[src/rtl/seven_seg_display_pkg.sv]
// Shared constants for the seven-segment readout: RV32I major opcodes and the
// active-low hexadecimal glyph table in {g,f,e,d,c,b,a} bit order.
package seven_seg_display_pkg;

  localparam int unsigned NUM_DIGITS = 8;
  localparam int unsigned SEG_W      = 7;
  localparam int unsigned NIBBLE_W   = 4;
  localparam int unsigned DATA_W     = NUM_DIGITS * NIBBLE_W;

  typedef logic [SEG_W-1:0] seg_t;
  typedef logic [6:0]       opcode_t;

  localparam opcode_t OPCODE_LOAD   = 7'b0000011;
  localparam opcode_t OPCODE_OP_IMM = 7'b0010011;
  localparam opcode_t OPCODE_AUIPC  = 7'b0010111;
  localparam opcode_t OPCODE_STORE  = 7'b0100011;
  localparam opcode_t OPCODE_OP     = 7'b0110011;
  localparam opcode_t OPCODE_LUI    = 7'b0110111;
  localparam opcode_t OPCODE_BRANCH = 7'b1100011;
  localparam opcode_t OPCODE_JALR   = 7'b1100111;
  localparam opcode_t OPCODE_JAL    = 7'b1101111;
  localparam opcode_t OPCODE_SYSTEM = 7'b1110011;

  localparam seg_t SEG_BLANK = 7'h7F;

  // Index is the nibble value; a 0 bit lights the segment.
  localparam seg_t GLYPH [16] = '{
    7'h40, 7'h79, 7'h24, 7'h30, 7'h19, 7'h12, 7'h02, 7'h78,
    7'h00, 7'h10, 7'h08, 7'h03, 7'h46, 7'h21, 7'h06, 7'h0E
  };

  function automatic seg_t glyph_of(input logic [NIBBLE_W-1:0] nibble);
    return GLYPH[nibble];
  endfunction

endpackage

[src/rtl/seven_seg_display_if.sv]
// Data/opcode inputs and the eight static digit buses of the display driver.
interface seven_seg_display_if;
  import seven_seg_display_pkg::*;

  logic [DATA_W-1:0] bcd;
  opcode_t           opcode;
  seg_t              s1;
  seg_t              s2;
  seg_t              s3;
  seg_t              s4;
  seg_t              s5;
  seg_t              s6;
  seg_t              s7;
  seg_t              s8;

  modport master (
    output bcd, opcode,
    input  s1, s2, s3, s4, s5, s6, s7, s8
  );

  modport slave (
    input  bcd, opcode,
    output s1, s2, s3, s4, s5, s6, s7, s8
  );

endinterface

[src/rtl/seven_seg_display_hex_to_7seg.sv]
// One hex digit decoder: nibble to active-low segments, forced dark when blanked.
module seven_seg_display_hex_to_7seg
  import seven_seg_display_pkg::*;
(
  input  logic [NIBBLE_W-1:0] nibble_i,
  input  logic                blank_i,
  output seg_t                seg_o
);

  always_comb begin
    seg_o = glyph_of(nibble_i);
    if (blank_i) begin
      seg_o = SEG_BLANK;
    end
  end

endmodule

[src/rtl/seven_seg_display.sv]
// Eight-digit static hex readout: latches bcd when the opcode matches DISP_OPCODE
// and decodes each nibble of the latched word onto its own digit bus.
module seven_seg_display
  import seven_seg_display_pkg::*;
#(
  parameter opcode_t DISP_OPCODE   = OPCODE_OP,
  parameter bit      ACTIVE_LOW    = 1'b1,
  parameter bit      BLANK_LEADING = 1'b0
) (
  input logic                clk,
  input logic                rst,
  seven_seg_display_if.slave bus
);

  logic [DATA_W-1:0]     bcd_q;
  logic [NUM_DIGITS-1:0] blank;
  seg_t                  seg_raw [NUM_DIGITS];
  seg_t                  seg_out [NUM_DIGITS];

  always_ff @(posedge clk or posedge rst) begin
    if (rst) begin
      bcd_q <= '0;
    end else if (bus.opcode == DISP_OPCODE) begin
      bcd_q <= bus.bcd;
    end
  end

  // A digit goes dark only when it and every digit above it are zero; digit 0 never does.
  always_comb begin : blank_gen
    logic upper_zero;
    upper_zero = 1'b1;
    blank      = '0;
    for (int k = int'(NUM_DIGITS) - 1; k >= 1; k--) begin
      upper_zero = upper_zero & (bcd_q[NIBBLE_W*k +: NIBBLE_W] == '0);
      blank[k]   = BLANK_LEADING & upper_zero;
    end
  end

  for (genvar k = 0; k < NUM_DIGITS; k++) begin : g_digit
    seven_seg_display_hex_to_7seg u_hex (
      .nibble_i (bcd_q[NIBBLE_W*k +: NIBBLE_W]),
      .blank_i  (blank[k]),
      .seg_o    (seg_raw[k])
    );
    assign seg_out[k] = ACTIVE_LOW ? seg_raw[k] : ~seg_raw[k];
  end

  assign bus.s1 = seg_out[0];
  assign bus.s2 = seg_out[1];
  assign bus.s3 = seg_out[2];
  assign bus.s4 = seg_out[3];
  assign bus.s5 = seg_out[4];
  assign bus.s6 = seg_out[5];
  assign bus.s7 = seg_out[6];
  assign bus.s8 = seg_out[7];

endmodule

[src/flat_wrapper.sv]
// flat-port wrapper written by rule: the top's interface ports become plain ports
module seven_seg_display_flat import seven_seg_display_pkg::*;
#(
  parameter opcode_t DISP_OPCODE   = OPCODE_OP,
  parameter bit      ACTIVE_LOW    = 1'b1,
  parameter bit      BLANK_LEADING = 1'b0
)
  (clk, rst, bus_bcd, bus_opcode, bus_s1, bus_s2, bus_s3, bus_s4, bus_s5, bus_s6, bus_s7, bus_s8);
  seven_seg_display_if bus_i ();
  input logic clk;
  input logic rst;
  input wire logic [$bits(bus_i.bcd)-1:0] bus_bcd;
  input wire logic [$bits(bus_i.opcode)-1:0] bus_opcode;
  output wire logic [$bits(bus_i.s1)-1:0] bus_s1;
  output wire logic [$bits(bus_i.s2)-1:0] bus_s2;
  output wire logic [$bits(bus_i.s3)-1:0] bus_s3;
  output wire logic [$bits(bus_i.s4)-1:0] bus_s4;
  output wire logic [$bits(bus_i.s5)-1:0] bus_s5;
  output wire logic [$bits(bus_i.s6)-1:0] bus_s6;
  output wire logic [$bits(bus_i.s7)-1:0] bus_s7;
  output wire logic [$bits(bus_i.s8)-1:0] bus_s8;
  assign bus_i.bcd = bus_bcd;
  assign bus_i.opcode = bus_opcode;
  assign bus_s1 = bus_i.s1;
  assign bus_s2 = bus_i.s2;
  assign bus_s3 = bus_i.s3;
  assign bus_s4 = bus_i.s4;
  assign bus_s5 = bus_i.s5;
  assign bus_s6 = bus_i.s6;
  assign bus_s7 = bus_i.s7;
  assign bus_s8 = bus_i.s8;
  seven_seg_display #(.DISP_OPCODE(DISP_OPCODE), .ACTIVE_LOW(ACTIVE_LOW), .BLANK_LEADING(BLANK_LEADING)) u_core (.clk(clk), .rst(rst), .bus(bus_i));
endmodule
[config.mk]
export PLATFORM = sky130hd
export DESIGN_NAME = seven_seg_display_flat
export DESIGN_NICKNAME = d
export VERILOG_FILES = /design/src/rtl/seven_seg_display_pkg.sv /design/src/rtl/seven_seg_display_if.sv /design/src/rtl/seven_seg_display_hex_to_7seg.sv /design/src/rtl/seven_seg_display.sv /design/src/flat_wrapper.sv
export SDC_FILE = /design/constraint.sdc
export NUM_CORES = 1
export LEC_CHECK = 0
export ABC_AREA = 1
export CAP_MARGIN = 20
export CORE_AREA = 8 8 100 102
export DETAILED_ROUTE_END_ITERATION = 8
export DIE_AREA = 0 0 108 110
export PLACE_DENSITY = 0.8
export SKIP_LAST_GASP = 1
export SYNTH_ARGS = -nofsm -noshare
export SYNTH_HDL_FRONTEND = slang
export SYNTH_SLANG_ARGS = --single-unit
[constraint.sdc]
create_clock -name clk -period 1.6 [get_ports clk]
set_clock_uncertainty 0.1 [all_clocks]
set_input_delay 0.4 -clock clk [delete_from_list [all_inputs] [get_ports clk]]
set_output_delay 0.4 -clock clk [all_outputs]
set_load 0.02 [all_outputs]
==> metrics, run 1 <==
status=complete, but fails checks; failing checks=setup timing; final hold violation count=0; RSZ-0062 raised after global routing=yes; H-tree depth=2; Setup CP Type=reg2out; Yosys cell types=19; routed via count=4111; final core utilization=76.46%; P_leak=0.003061 µW; Mean Syn Cell Area=6.793 µm²; fraction of layout cells with a size suffix above 1=56.15%; grt ovf=0; WP buf/inv=3; Avg WL per Cell=16.51 µm; Core ar.=8466 µm²; power per cell area=856.3 nW/µm²; critical-path cell list=inv_2, buf_6, ha_4, o211ai_1, nand2_1, buf_6; Slew HR=73.76%; clk buf depth=2; most frequent CP cell=buf_6; Worst path slowest cell=dfrtp_1; largest net degree at the start of global routing=33; setup ws final=-0.4586 ns; Final Max Tran Viols=0; residual DRC count=0; Antenna Cells=0; Syn Std Cell Area=3308 µm²; vias in the first global route=4164; Peak supply drop=498.8 µV; Final ANT Viol Nets=0; CTS tree=done; WL final=12930 µm; number of vias per cell=5.250; CP Max Fanout=4; TritonCTS Buffers=5; final RePlAce weighted congestion=0.8628; commonest non-fill, non-tap cells in the layout=126 x nand2_1, 83 x buf_4, 77 x buf_6; Yosys warning total=0; Die Ht=110 µm; Worst-Skew Late Latency=0.27 ns; max incr delay on CP=0.42 ns; delay-heaviest family, CP=flip-flops; Sink Count=32; DP Area=4987 µm²; Placed Cells=743; initial antenna violation count=0; DRT Pass-1 Iters=4; I/O pin cnt=97; fmax=485.8 MHz; most common cell after layout, fill and taps aside=nand2_1; hold_ws=0.3913 ns; Worst Setup End Kind=primary output; minimum clock period=2.059 ns; Post-Synthesis Net Count=584; flops & latches, synth=32; Area Overhead vs Synth=95.65%; root buf cell=clkbuf_8; R2R depth=5; RR Startpoint=u_core.bcd_q[20]; PortBufs=96; max FFs per register=32; Tot Pwr=5542 µW; largest registers=u_core.bcd_q (32); r2r setup slk=0.46 ns; Final Non-Filler Cells=783; r2r endpoint=u_core.bcd_q[20]; final std cell area, no fill=6472 µm²; Site Rows=34; Data required, critical path=1.10 ns; estimated wirelength of the detail-placed design=7716 µm; Clock Pin Slew Worst Setup and Hold Paths=0.07 ns; Chip Width=108 µm; post-synthesis sequential area ratio=24.21%; final setup vio count=56; worst hold path class=in2async; # Max-Cap Violations=0; GR Util All Layers=18.84%; Largest Register=u_core.bcd_q; startpoint types=flop; Tightest Pin Transition=0.3936 ns; DIE AREA=11880 µm²; Final Net Count=771; initial cell density of the core=39.08%; fin crit share=128.7%; WP data arrival=1.56 ns; Post-Synthesis Cells=487; Starting DRT DRC Count=158; first-pass GRT wire length=18680 µm
## metal layers
layer	share of wire [%]	track usage, %	wire length, µm	up-vias
li1	-	-	-	1947
met1	38	19.27	4898	1975
met2	53	36.57	6882	142
met3	5.2	4.070	669	47
met4	3.7	6.938	478	0
met5	0	0	0	-
## worst reg2reg max path: stages (launching register included)
cell,delay (ns)
dfrtp_1,0.42
buf_6,0.15
buf_6,0.12
buf_4,0.12
nand2_1,0.05
nand2_1,0.06
## stage by stage
step           setup TNS [ns]  setup slack [ns]
6_report               -19.64           -0.4586
5_1_grt                -23.30           -0.5334
4_1_cts                -18.33           -0.3948
3_5_place_dp           -34.12           -0.5938
3_3_place_gp           -32.34           -0.5428
2_1_floorplan         -0.1724          -0.09357
## worst max path at each step
stage | start | to | slack (ns) | cells after the start
4_1_cts | u_core.bcd_q[9] | bus_s3[0] | -0.39 | 7
6_report | u_core.bcd_q[17] | bus_s5[0] | -0.46 | 6
5_1_grt | u_core.bcd_q[16] | bus_s5[0] | -0.53 | 6
3_5_place_dp | u_core.bcd_q[5] | bus_s2[0] | -0.59 | 7
3_3_place_gp | u_core.bcd_q[8] | bus_s3[3] | -0.54 | 6
2_1_floorplan | u_core.bcd_q[12] | bus_s4[5] | -0.09 | 4
## power breakdown
| part | leakage [µW] | switching, µW | internal (µW) | total, µW |
|---|---|---|---|---|
| Sequential | 0.000401 | 217 | 925 | 1140 |
| Combinational | 0.00262 | 1950 | 1800 | 3750 |
| Clock | 0.0000445 | 302 | 350 | 651 |
| Total | 0.00306 | 2470 | 3080 | 5540 |
## cell type report
cell class / instances / area [µm²]
multi-input cells: 386 / 3256
fillers: 503 / 1993
repair buffers: 202 / 1931
flip-flops and latches: 32 / 823.3
inverters: 47 / 234.0
well taps: 108 / 135.1
clock buffers: 7 / 86.33
clock inverters: 1 / 7.507
## cell usage after synthesis (all sizes together)
cell type / number / share of area, %
ha: 56 / 21
nand3: 67 / 10
nand2: 174 / 20
o211ai: 8 / 1.8
a21oi: 17 / 2.6
o21a: 4 / 0.91
o22ai: 4 / 0.76
a31oi: 3 / 0.57
nor2: 20 / 2.7
buf: 19 / 4.2
clkbuf: 3 / 0.45
o21ai: 33 / 5.0
dfrtp: 32 / 24
inv: 47 / 5.3
## cells by family (layout without fill, tap and decap cells)
logic type | count (synthesis) | count (layout) | share of synthesized area [%]
fa+ha+maj | 56 | 56 | 21.18
compound gates | 69 | 69 | 11.61
flops | 32 | 32 | 24.21
simple gates | 261 | 261 | 32.98
buf+inv | 69 | 257 | 10.02
## repair_timing
action / CTS / global route
endpoints found under the setup margin: 56 / 56
resized for setup: 478 / 141
setup buffers: 14 / 22
hold buffers: 0 / 0
pin swaps: 64 / 65
(Power assumes the default switching activity.)
==> run 2, diff against run 1 <==
CAP_MARGIN = 5   (was 20)
==> results of run 2 <==
No change in the layout: final DEF, timing and power equal those of run 1.
==> run 3, diff against run 2 <==
PLACE_DENSITY = 0.76   (was 0.8)
==> run 3 against run 2 <==
Against the previous run:
- the flow still finishes with violations (setup timing)
- register-to-register slack improved by 0.03 ns
- die area unchanged
- routed wire length increased by 3.7%
- cell count increased by 1.0%
- sequential cell count unchanged
- combinational power increased by 5.3%
- clock power about the same
- worst hold slack got worse by 0.022 ns
- fmax decreased by 1.1%
- total power increased by 3.6%
- largest cell class unchanged
- largest power group unchanged
==> metrics, run 3 (same netlist as run 1, synthesis figures left out) <==
status=complete, but fails checks; failing checks=setup timing; internal cell power=3184 µW; Die Ht=110 µm; startpoint types=flop; DIE AREA=11880 µm²; Final ANT Viol Nets=0; Setup TNS=-20.39 ns; final hold violation count=0; Tightest Pin Transition=0.3850 ns; hold_buf cts=0; Comb pwr share=68.8%; H-tree depth=2; clk buf depth=2; Placed Cells=741; Filler Cells Inserted=495; Antenna Cells=0; hold_ws=0.3697 ns; CP Max Fanout=4; WL final=13410 µm; pre-CTS setup slack=-0.5925 ns; minimum clock period=2.082 ns; r2r setup slk=0.49 ns; most common cell after layout, fill and taps aside=nand2_1; # Max-Cap Violations=0; Sw Ratio=44.53%; Setup CP Type=reg2out; fraction of layout cells with a size suffix above 1=58.42%; initial antenna violation count=0; Clock Pin Slew Worst Setup and Hold Paths=0.08 ns; worst hold path class=in2async; Final Net Count=779; Slew HR=74.33%; estimated wirelength of the detail-placed design=7557 µm; final core utilization=79.31%; Data required, critical path=1.10 ns; largest registers=u_core.bcd_q (32); I/O pin cnt=97; Core ar.=8466 µm²; setup ws final=-0.4824 ns; WP data arrival=1.58 ns; Avg WL per Cell=16.95 µm; final setup vio count=56; DRT Pass-1 Iters=4; Starting DRT DRC Count=159; Worst-Skew Late Latency=0.28 ns; FF+latch area=825.8 µm²; grt ovf=0; TritonCTS Buffers=5; Chip Width=108 µm; PortBufs=96; vias in the first global route=4090; P_sw=2556 µW; area of the multi-input gates=3338 µm²; max FFs per register=32; CTS tree=done; root buf cell=clkbuf_8; commonest non-fill, non-tap cells in the layout=120 x nand2_1, 90 x buf_6, 76 x buf_4; Final Max Tran Viols=0; Site Rows=34; final RePlAce weighted congestion=0.8816; Worst Setup End Kind=primary output; share of power burned in registers=19.8%; fin crit share=130.1%; number of vias per cell=5.247; Final Non-Filler Cells=791; Largest Register=u_core.bcd_q; largest net degree at the start of global routing=33; Sink Count=32; fmax=480.2 MHz; Peak supply drop=534.7 µV; GR Util All Layers=18.63%; Area Overhead vs Synth=103.0%; first-pass GRT wire length=18310 µm; power share of the clock group=11.4%; routed via count=4150; residual DRC count=0; RSZ-0062 raised after global routing=yes; initial cell density of the core=39.08%; power per cell area=854.9 nW/µm²; P_leak=0.003148 µW
==> run 3: worst paths after layout <==
check	from	endpoint	depth (start not counted)
worst max-delay path	u_core.bcd_q[17]	bus_s5[0]	7
worst min-delay path	rst	u_core.bcd_q[13]	3
worst max register to register	u_core.bcd_q[14]	u_core.bcd_q[14]	4
worst min register to register	u_core.bcd_q[29]	u_core.bcd_q[29]	2
max in group asynchronous	rst	u_core.bcd_q[10]	3
min in group clk	u_core.bcd_q[29]	u_core.bcd_q[29]	2
==> run 3: power by group through the flow <==
stage	sequential, µW	clock [µW]	combinational (µW)
final	1140	654	3950
after global routing	1150	704	4190
after CTS	1100	665	3190
after detailed placement	1080	0	2750
after global placement	1070	0	2690
after floorplan	1030	0	1490
==> run 3: critical path: stages, from the launching register on <==
cell and delay [ns]:
dfrtp_1 0.43, inv_2 0.13, ha_4 0.15, inv_4 0.04, a21oi_2 0.18, o21ai_0 0.14
nand2_1 0.11, buf_6 0.12
==> run 3: final cells by class <==
cell class | instances | share of cell area (%)
clock buffer | 7 | 1.286
tap | 108 | 2.013
multi-input combinational | 386 | 49.72
inverter | 47 | 3.820
sequential | 32 | 12.30
timing repair buffer | 210 | 30.75
clock inverter | 1 | 0.1118
==> run 3: per-stage QoR <==
step,total power (µW),cell area [µm²]
2_1_floorplan,2515,3478
3_3_place_gp,3759,4997
3_5_place_dp,3826,4997
4_1_cts,4951,5806
5_1_grt,6045,6714
6_report,5740,6714
==> run 3: timing repair <==
action	4_1_cts	5_1_grt
endpoints found under the setup margin	56	56
hold endpoints to repair	0	0
buffers inserted	15	30
gates resized for setup	480	178
pin swaps	63	81
==> run 3: per-layer routing <==
metal	part of all wire, %	global-route usage (%)	vias to the layer above
met2	54	35.53	141
met4	2.7	7.136	0
li1	-	-	1969
met1	38	19.36	2001
met5	0	0	-
met3	5.0	4.186	39
